### src/rtl/sm83_ext_bus_if.sv
// Bus bundle between the CPU IO stage / external pins and the sm83 external bus unit.
// The master side drives the IO-stage signals and the pin input value. The slave side is the bus unit.
interface sm83_ext_bus_if #(
   parameter int unsigned ADR_WIDTH = 16,
   parameter int unsigned WORD_SIZE = 8
);
   logic                 t1, t2, t3, t4;
   logic [ADR_WIDTH-1:0] cpu_adr;
   logic [WORD_SIZE-1:0] cpu_dout;
   logic                 cpu_n_rd, cpu_p_rd, cpu_n_wr, cpu_p_wr;
   logic [WORD_SIZE-1:0] cpu_din;
   logic [ADR_WIDTH-1:0] pin_a;
   logic [WORD_SIZE-1:0] pin_d_out;
   logic                 pin_d_oe;
   logic [WORD_SIZE-1:0] pin_d_in;
   logic                 pin_rd_n, pin_wr_n, pin_cs_n;
   logic [7:0]           oam_adr;
   logic [WORD_SIZE-1:0] oam_data;
   logic                 oam_we;
   logic                 dma_active;

   modport master (
      output t1, t2, t3, t4, cpu_adr, cpu_dout, cpu_n_rd, cpu_p_rd, cpu_n_wr, cpu_p_wr, pin_d_in,
      input  cpu_din, pin_a, pin_d_out, pin_d_oe, pin_rd_n, pin_wr_n, pin_cs_n,
             oam_adr, oam_data, oam_we, dma_active
   );

   modport slave (
      input  t1, t2, t3, t4, cpu_adr, cpu_dout, cpu_n_rd, cpu_p_rd, cpu_n_wr, cpu_p_wr, pin_d_in,
      output cpu_din, pin_a, pin_d_out, pin_d_oe, pin_rd_n, pin_wr_n, pin_cs_n,
             oam_adr, oam_data, oam_we, dma_active
   );
endinterface

### src/rtl/sm83_ext_bus.sv
// External bus unit: passes IO-stage accesses to the cartridge/WRAM pins, captures read data,
// and runs the OAM DMA engine that takes the bus over for DMA_LEN M-cycles.
module sm83_ext_bus #(
   parameter int unsigned          ADR_WIDTH   = 16,
   parameter int unsigned          WORD_SIZE   = 8,
   parameter int unsigned          DMA_LEN     = 160,
   parameter logic [ADR_WIDTH-1:0] DMA_REG_ADR = 16'hff46
) (
   input logic           clk,
   input logic           n_reset,
   sm83_ext_bus_if.slave bus
);
   localparam logic [ADR_WIDTH-1:0] INT_BASE  = ADR_WIDTH'(16'hfe00);
   localparam logic [ADR_WIDTH-1:0] CS_LO     = ADR_WIDTH'(16'ha000);
   localparam logic [ADR_WIDTH-1:0] CS_HI     = ADR_WIDTH'(16'hfdff);
   localparam logic [WORD_SIZE-1:0] REMAP_MIN = WORD_SIZE'(8'hfe);
   localparam logic [WORD_SIZE-1:0] REMAP_OFS = WORD_SIZE'(8'h20);
   localparam logic [7:0]           LAST_IDX  = 8'(DMA_LEN - 1);

   // StSnoop covers the rest of the M-cycle in which the source register was written,
   // so that StStart spans one whole M-cycle.
   typedef enum logic [1:0] {StIdle, StSnoop, StStart, StActive} state_e;

   state_e               state;
   logic [7:0]           idx;
   logic [WORD_SIZE-1:0] src_hi;
   logic [WORD_SIZE-1:0] cur_src;
   logic                 dma_rd;
   logic                 dma_active_q;
   logic [WORD_SIZE-1:0] cpu_din_q;
   logic [7:0]           oam_adr_q;
   logic [WORD_SIZE-1:0] oam_data_q;
   logic                 oam_we_q;
   logic [ADR_WIDTH-1:0] pin_a_q;

   logic                 ext;
   logic                 cpu_owns;
   logic                 snoop;
   logic [WORD_SIZE-1:0] snoop_src;
   logic [ADR_WIDTH-1:0] pin_a;
   logic                 pin_rd_n;
   logic                 pin_wr_n;
   logic                 pin_d_oe;

   assign ext       = bus.cpu_adr < INT_BASE;
   assign cpu_owns  = n_reset && !dma_active_q && ext;
   assign snoop     = bus.cpu_n_wr && bus.t3 && (bus.cpu_adr == DMA_REG_ADR);
   assign snoop_src = (bus.cpu_dout >= REMAP_MIN) ? bus.cpu_dout - REMAP_OFS : bus.cpu_dout;

   // dma_rd marks an M-cycle in which the engine reads a byte; it outlives a mid-cycle restart.
   always_comb begin
      pin_a    = pin_a_q;
      pin_rd_n = 1'b1;
      pin_wr_n = 1'b1;
      pin_d_oe = 1'b0;
      if (dma_rd) begin
         pin_a    = ADR_WIDTH'({cur_src, idx});
         pin_rd_n = 1'b0;
      end else if (cpu_owns) begin
         pin_a    = bus.cpu_adr;
         pin_rd_n = !bus.cpu_n_rd;
         pin_wr_n = !bus.cpu_n_wr;
         pin_d_oe = bus.cpu_p_wr;
      end
   end

   always_ff @(posedge clk or negedge n_reset) begin
      if (!n_reset) begin
         state        <= StIdle;
         idx          <= '0;
         src_hi       <= '0;
         cur_src      <= '0;
         dma_rd       <= 1'b0;
         dma_active_q <= 1'b0;
         cpu_din_q    <= '1;
         oam_adr_q    <= '0;
         oam_data_q   <= '0;
         oam_we_q     <= 1'b0;
         pin_a_q      <= '0;
      end else begin
         pin_a_q  <= pin_a;
         oam_we_q <= 1'b0;
         if (bus.t3 && ext) begin
            cpu_din_q <= dma_active_q ? '1 : bus.pin_d_in;
         end
         if (snoop) begin
            src_hi <= snoop_src;
            state  <= StSnoop;
         end
         if (bus.t4) begin
            if (dma_rd) begin
               oam_we_q   <= 1'b1;
               oam_adr_q  <= idx;
               oam_data_q <= bus.pin_d_in;
            end
            dma_rd <= 1'b0;
            unique case (state)
               StIdle: begin
               end
               StSnoop: begin
                  state <= StStart;
               end
               StStart: begin
                  state        <= StActive;
                  idx          <= '0;
                  cur_src      <= src_hi;
                  dma_rd       <= 1'b1;
                  dma_active_q <= 1'b1;
               end
               StActive: begin
                  idx <= idx + 8'd1;
                  if (idx == LAST_IDX) begin
                     state        <= StIdle;
                     dma_active_q <= 1'b0;
                  end else begin
                     dma_rd <= 1'b1;
                  end
               end
            endcase
         end
      end
   end

   assign bus.pin_a      = pin_a;
   assign bus.pin_rd_n   = pin_rd_n;
   assign bus.pin_wr_n   = pin_wr_n;
   assign bus.pin_d_oe   = pin_d_oe;
   assign bus.pin_d_out  = bus.cpu_dout;
   assign bus.pin_cs_n   = !((pin_a >= CS_LO) && (pin_a <= CS_HI) && (bus.t2 || bus.t3 || bus.t4));
   assign bus.cpu_din    = cpu_din_q;
   assign bus.oam_adr    = oam_adr_q;
   assign bus.oam_data   = oam_data_q;
   assign bus.oam_we     = oam_we_q;
   assign bus.dma_active = dma_active_q;
endmodule

### src/flat_wrapper.sv
// flat-port wrapper written by rule: the top's interface ports become plain ports
module sm83_ext_bus_flat 
#(
   parameter int unsigned          ADR_WIDTH   = 16,
   parameter int unsigned          WORD_SIZE   = 8,
   parameter int unsigned          DMA_LEN     = 160,
   parameter logic [ADR_WIDTH-1:0] DMA_REG_ADR = 16'hff46
)
  (clk, n_reset, bus_t1, bus_t2, bus_t3, bus_t4, bus_cpu_adr, bus_cpu_dout, bus_cpu_n_rd, bus_cpu_p_rd, bus_cpu_n_wr, bus_cpu_p_wr, bus_pin_d_in, bus_cpu_din, bus_pin_a, bus_pin_d_out, bus_pin_d_oe, bus_pin_rd_n, bus_pin_wr_n, bus_pin_cs_n, bus_oam_adr, bus_oam_data, bus_oam_we, bus_dma_active);
  sm83_ext_bus_if #(.ADR_WIDTH(ADR_WIDTH), .WORD_SIZE(WORD_SIZE)) bus_i ();
  input logic clk;
  input logic n_reset;
  input wire logic [$bits(bus_i.t1)-1:0] bus_t1;
  input wire logic [$bits(bus_i.t2)-1:0] bus_t2;
  input wire logic [$bits(bus_i.t3)-1:0] bus_t3;
  input wire logic [$bits(bus_i.t4)-1:0] bus_t4;
  input wire logic [$bits(bus_i.cpu_adr)-1:0] bus_cpu_adr;
  input wire logic [$bits(bus_i.cpu_dout)-1:0] bus_cpu_dout;
  input wire logic [$bits(bus_i.cpu_n_rd)-1:0] bus_cpu_n_rd;
  input wire logic [$bits(bus_i.cpu_p_rd)-1:0] bus_cpu_p_rd;
  input wire logic [$bits(bus_i.cpu_n_wr)-1:0] bus_cpu_n_wr;
  input wire logic [$bits(bus_i.cpu_p_wr)-1:0] bus_cpu_p_wr;
  input wire logic [$bits(bus_i.pin_d_in)-1:0] bus_pin_d_in;
  output wire logic [$bits(bus_i.cpu_din)-1:0] bus_cpu_din;
  output wire logic [$bits(bus_i.pin_a)-1:0] bus_pin_a;
  output wire logic [$bits(bus_i.pin_d_out)-1:0] bus_pin_d_out;
  output wire logic [$bits(bus_i.pin_d_oe)-1:0] bus_pin_d_oe;
  output wire logic [$bits(bus_i.pin_rd_n)-1:0] bus_pin_rd_n;
  output wire logic [$bits(bus_i.pin_wr_n)-1:0] bus_pin_wr_n;
  output wire logic [$bits(bus_i.pin_cs_n)-1:0] bus_pin_cs_n;
  output wire logic [$bits(bus_i.oam_adr)-1:0] bus_oam_adr;
  output wire logic [$bits(bus_i.oam_data)-1:0] bus_oam_data;
  output wire logic [$bits(bus_i.oam_we)-1:0] bus_oam_we;
  output wire logic [$bits(bus_i.dma_active)-1:0] bus_dma_active;
  assign bus_i.t1 = bus_t1;
  assign bus_i.t2 = bus_t2;
  assign bus_i.t3 = bus_t3;
  assign bus_i.t4 = bus_t4;
  assign bus_i.cpu_adr = bus_cpu_adr;
  assign bus_i.cpu_dout = bus_cpu_dout;
  assign bus_i.cpu_n_rd = bus_cpu_n_rd;
  assign bus_i.cpu_p_rd = bus_cpu_p_rd;
  assign bus_i.cpu_n_wr = bus_cpu_n_wr;
  assign bus_i.cpu_p_wr = bus_cpu_p_wr;
  assign bus_i.pin_d_in = bus_pin_d_in;
  assign bus_cpu_din = bus_i.cpu_din;
  assign bus_pin_a = bus_i.pin_a;
  assign bus_pin_d_out = bus_i.pin_d_out;
  assign bus_pin_d_oe = bus_i.pin_d_oe;
  assign bus_pin_rd_n = bus_i.pin_rd_n;
  assign bus_pin_wr_n = bus_i.pin_wr_n;
  assign bus_pin_cs_n = bus_i.pin_cs_n;
  assign bus_oam_adr = bus_i.oam_adr;
  assign bus_oam_data = bus_i.oam_data;
  assign bus_oam_we = bus_i.oam_we;
  assign bus_dma_active = bus_i.dma_active;
  sm83_ext_bus #(.ADR_WIDTH(ADR_WIDTH), .WORD_SIZE(WORD_SIZE), .DMA_LEN(DMA_LEN), .DMA_REG_ADR(DMA_REG_ADR)) u_core (.clk(clk), .n_reset(n_reset), .bus(bus_i));
endmodule
### config.mk
export PLATFORM = sky130hd
export DESIGN_NAME = sm83_ext_bus_flat
export DESIGN_NICKNAME = d
export VERILOG_FILES = /design/src/rtl/sm83_ext_bus_if.sv /design/src/rtl/sm83_ext_bus.sv /design/src/flat_wrapper.sv
export SDC_FILE = /design/constraint.sdc
export NUM_CORES = 1
export LEC_CHECK = 0
export ABC_AREA = 1
export CAP_MARGIN = 10
export CORE_AREA = 2 2 89 91
export DETAILED_ROUTE_END_ITERATION = 10
export DIE_AREA = 0 0 91 93
export GPL_TIMING_DRIVEN = 1
export PLACE_DENSITY = 0.86
export SYNTH_ARGS = -nofsm -noshare
export SYNTH_HDL_FRONTEND = slang
export SYNTH_SLANG_ARGS = --single-unit
export TNS_END_PERCENT = 5
### constraint.sdc
create_clock -name clk -period 1.66 [get_ports clk]
set_clock_uncertainty 0.05 [all_clocks]
set_input_delay 0.166 -clock clk [delete_from_list [all_inputs] [get_ports clk]]
set_output_delay 0.166 -clock clk [all_outputs]
set_load 0.02 [all_outputs]
==> impl_metrics.yaml <==
yosys:
  synth_warnings: 0
  synth_largest_area_cell: "dfrtp_1"
  synth_ff_type: "dfrtp_1"
  synth_top_family_by_area: "simple AND/OR/NAND/NOR gates"
  synthCells: 381
  synth_cell_types: 34
  ys_seq_area_frac: 0.531
  synth.most_common_cell: "nand2_1"
  synth-edff-count: 0
  ys_top_cells_by_count: "nand2_1, dfrtp_1, inv_1"
  netlist_area_mm2: 0.00327
  synth_mux_area_frac: 0.00917
  avgSynthCellArea_um2: 8.59
  ys_ff_latch: 69
  yosysTopAreaCellShare: 0.466
  yosys.area_share.simple: 0.264
  synth_fa_ha_area_frac: 0.00765
  synth-async-reset-ratio: 1.00
  syn-num-nets: 425
  synth_compound_area_frac: 0.0944
  post_synth_xor_area_fraction: 0
  synth_area_leaders: "dfrtp_1, nand2_1, dfstp_2, inv_1, o21ai_0"
setup_path:
  cp_num_buf_inv: 1
  crit_path_top_delay_cell: "dfrtp_2"
  critical_path.endpoint_type: "output port"
  max_stage_delay_ns: 0.46
  reg2reg_slack_ns: 0.11
  r2r_start: "u_core.idx[1]"
  critPathKind: "register to output port"
  cp_max_fo: 12
  arrival_ns: 1.77
  path_delay_family: "compound AO/OA/AOI/OAI gates"
  r2r-end: "u_core.bus.dma_active"
  crit_chain: "nor2_8 -> nand2_8 -> o21ai_0 -> a21oi_1 -> a21oi_2 -> buf_4"
  startpoint: "u_core.bus.dma_active"
  r2r_cells: 8
  cp_data_required_time_ns: 1.44
  cp-start-kind: "register"
clock_network:
  clock-sinks: 69
  path_clk_slew_ns: 0.07
  cts_tree: "done"
  ctsRootBufferMaster: "clkbuf_8"
  cts.path.max_buffers: 2
  hold_buffers: 0
  htreeDepth: 3
  cts_buffers: 9
  clock_latency_ns: 0.35
finish:
  diodes: 0
  layout.nets: 555
  syn_to_final_growth_pct: 49.3
  multiInputGateArea_mm2: 0.00136
  fill_cells: 640
  final_layout_size_suffix_gt1_frac: 0.277
  ff_latch_area_mm2: 0.00174
global_routing:
  grt_use_total: 0.223
  grt_pass1_wl_um: 15000
  antenna_found_initial: 0
  grt_max_degree: 70
  grt.overflow.total: 0
  grt_pass1_vias: 3167
sta:
  finalSetupViolations: 20
  whs_ns: 0.124
  slew_violations: 0
  relSlewSlack: 0.440
  final.period_utilization: 1.20
  rsz0062_at_grt: "yes"
  worstMarginPinSlew_ns: 0.839
  hold_viol: 0
  final.setup.worst_slack_ns: -0.331
  max_freq_mhz: 502
  period_minus_slack_ns: 1.99
route:
  drc: 0
  postRouteAntennaNets: 0
  viasPerCell: 4.97
  first_iter_violations: 182
  dr.pass1.iters: 4
  routedWlPerCell_um: 14.5
  num_vias: 3073
  drt-total-wl_um: 8970
placement:
  place_congestion: 0.886
  port_buffers: 93
  dpl_worst_slack_ns: -0.803
  dp_hpwl_um: 6490
pwr:
  p_leak_uw: 0.00237
  power_uw: 7850
  power_density_mw_per_mm2: 1610
  vdd_drop_max_v: 0.00133
status:
  outcome: "complete, but fails checks"
  violations: "negative setup slack"
run:
  drv_cap: 0
die:
  dieWidth_um: 91
  fp.dieH_um: 93
  initial_core_util: 0.435
  rows: 32
  fp.dieArea_mm2: 0.00846
  core_region_area_mm2: 0.00753
  ioPinCount: 96
hold_path:
  hp-class: "primary input to async pin"
power by group:
part	internal, µW	switching (µW)
clock	734	640
sequential	2220	295
combinational	1760	2210
what timing repair did:
| item | 4_1_cts | 5_1_grt |
|---|---|---|
| setup buffers | 1 | 2 |
| pin swaps | 18 | 20 |
| resized for setup | 144 | 25 |
| endpoints found under the setup margin | 29 | 22 |
final cells by class:
cell class,instances,share of cell area
Sequential cell,69,0.356
Timing Repair Buffer,139,0.263
Clock inverter,5,0.0123
Multi-Input combinational cell,248,0.278
Clock buffer,11,0.0289
Tap cell,102,0.0261
Inverter,44,0.0353
layout by cell type (no fill, tap or decap), types with 11 or more instances in the layout:
cell type,instances
inv_1,36
nor2_1,33
clkdlybuf4s50_1,58
buf_6,15
nand2_1,98
dlygate4sd2_1,11
dfrtp_1,60
nand3_1,15
a21oi_1,11
o21ai_0,24
buf_4,46
layer usage:
layer  up-vias  wire length (µm)  track usage
met4         0               131       0.0770
met3        15               477       0.0443
met5         -                 0            0
met1      1494              3770        0.280
li1       1473                 -            -
met2        91              4590        0.386
through the flow:
step | util | instance area (µm²) | setup TNS [ns] | std cells
final | 0.649 | 4890 | -3.93 | 618
after detailed placement | 0.603 | 4540 | -18.93 | 599
after CTS | 0.635 | 4780 | -3.95 | 616
after global placement | 0.603 | 4540 | -16.66 | 599
after floorplan | - | 3280 | 0 | 381
after global routing | 0.649 | 4890 | -5.59 | 618
state kept, by name, indices dropped and copies added, names as in the netlist:
signal	cells
u_core.bus.cpu_din	8
u_core.bus.dma_active	1
u_core.bus.oam_adr	8
u_core.bus.oam_data	8
u_core.bus.oam_we	1
u_core.cur_src	8
u_core.dma_rd	1
u_core.idx	8
u_core.pin_a_q	16
u_core.src_hi	8
u_core.state	2
worst register-to-register path: stages, from the launching register on:
cell and delay [ns]:
dfrtp_1 0.42, ha_1 0.20, nand3_1 0.10, nor2_1 0.10, nand4_1 0.13, nand2_1 0.09, nand2_1 0.08, o21ai_0 0.16
nand2_1 0.08
kinds of logic (layout without fill, tap and decap cells):
family                     count (synthesis)  after routing
DFF                                       69             69
and+or+nand+nor                          186            186
buffers and inverters                     64            199
adders and majority gates                  2              2
muxes                                      2              2
AOI/OAI and AO/OA                         58             58
worst max path at each step:
stage	slack (ns)	depth (start not counted)	endpoint
after floorplan	0.004	6	u_core.pin_a_q[1]
after CTS	-0.30	10	bus_pin_cs_n
after global placement	-0.73	9	bus_pin_a[2]
after global routing	-0.41	6	bus_pin_a[0]
final	-0.33	6	bus_pin_a[0]
after detailed placement	-0.80	9	bus_pin_a[2]
Note: power is estimated with default switching activity, not from simulation.
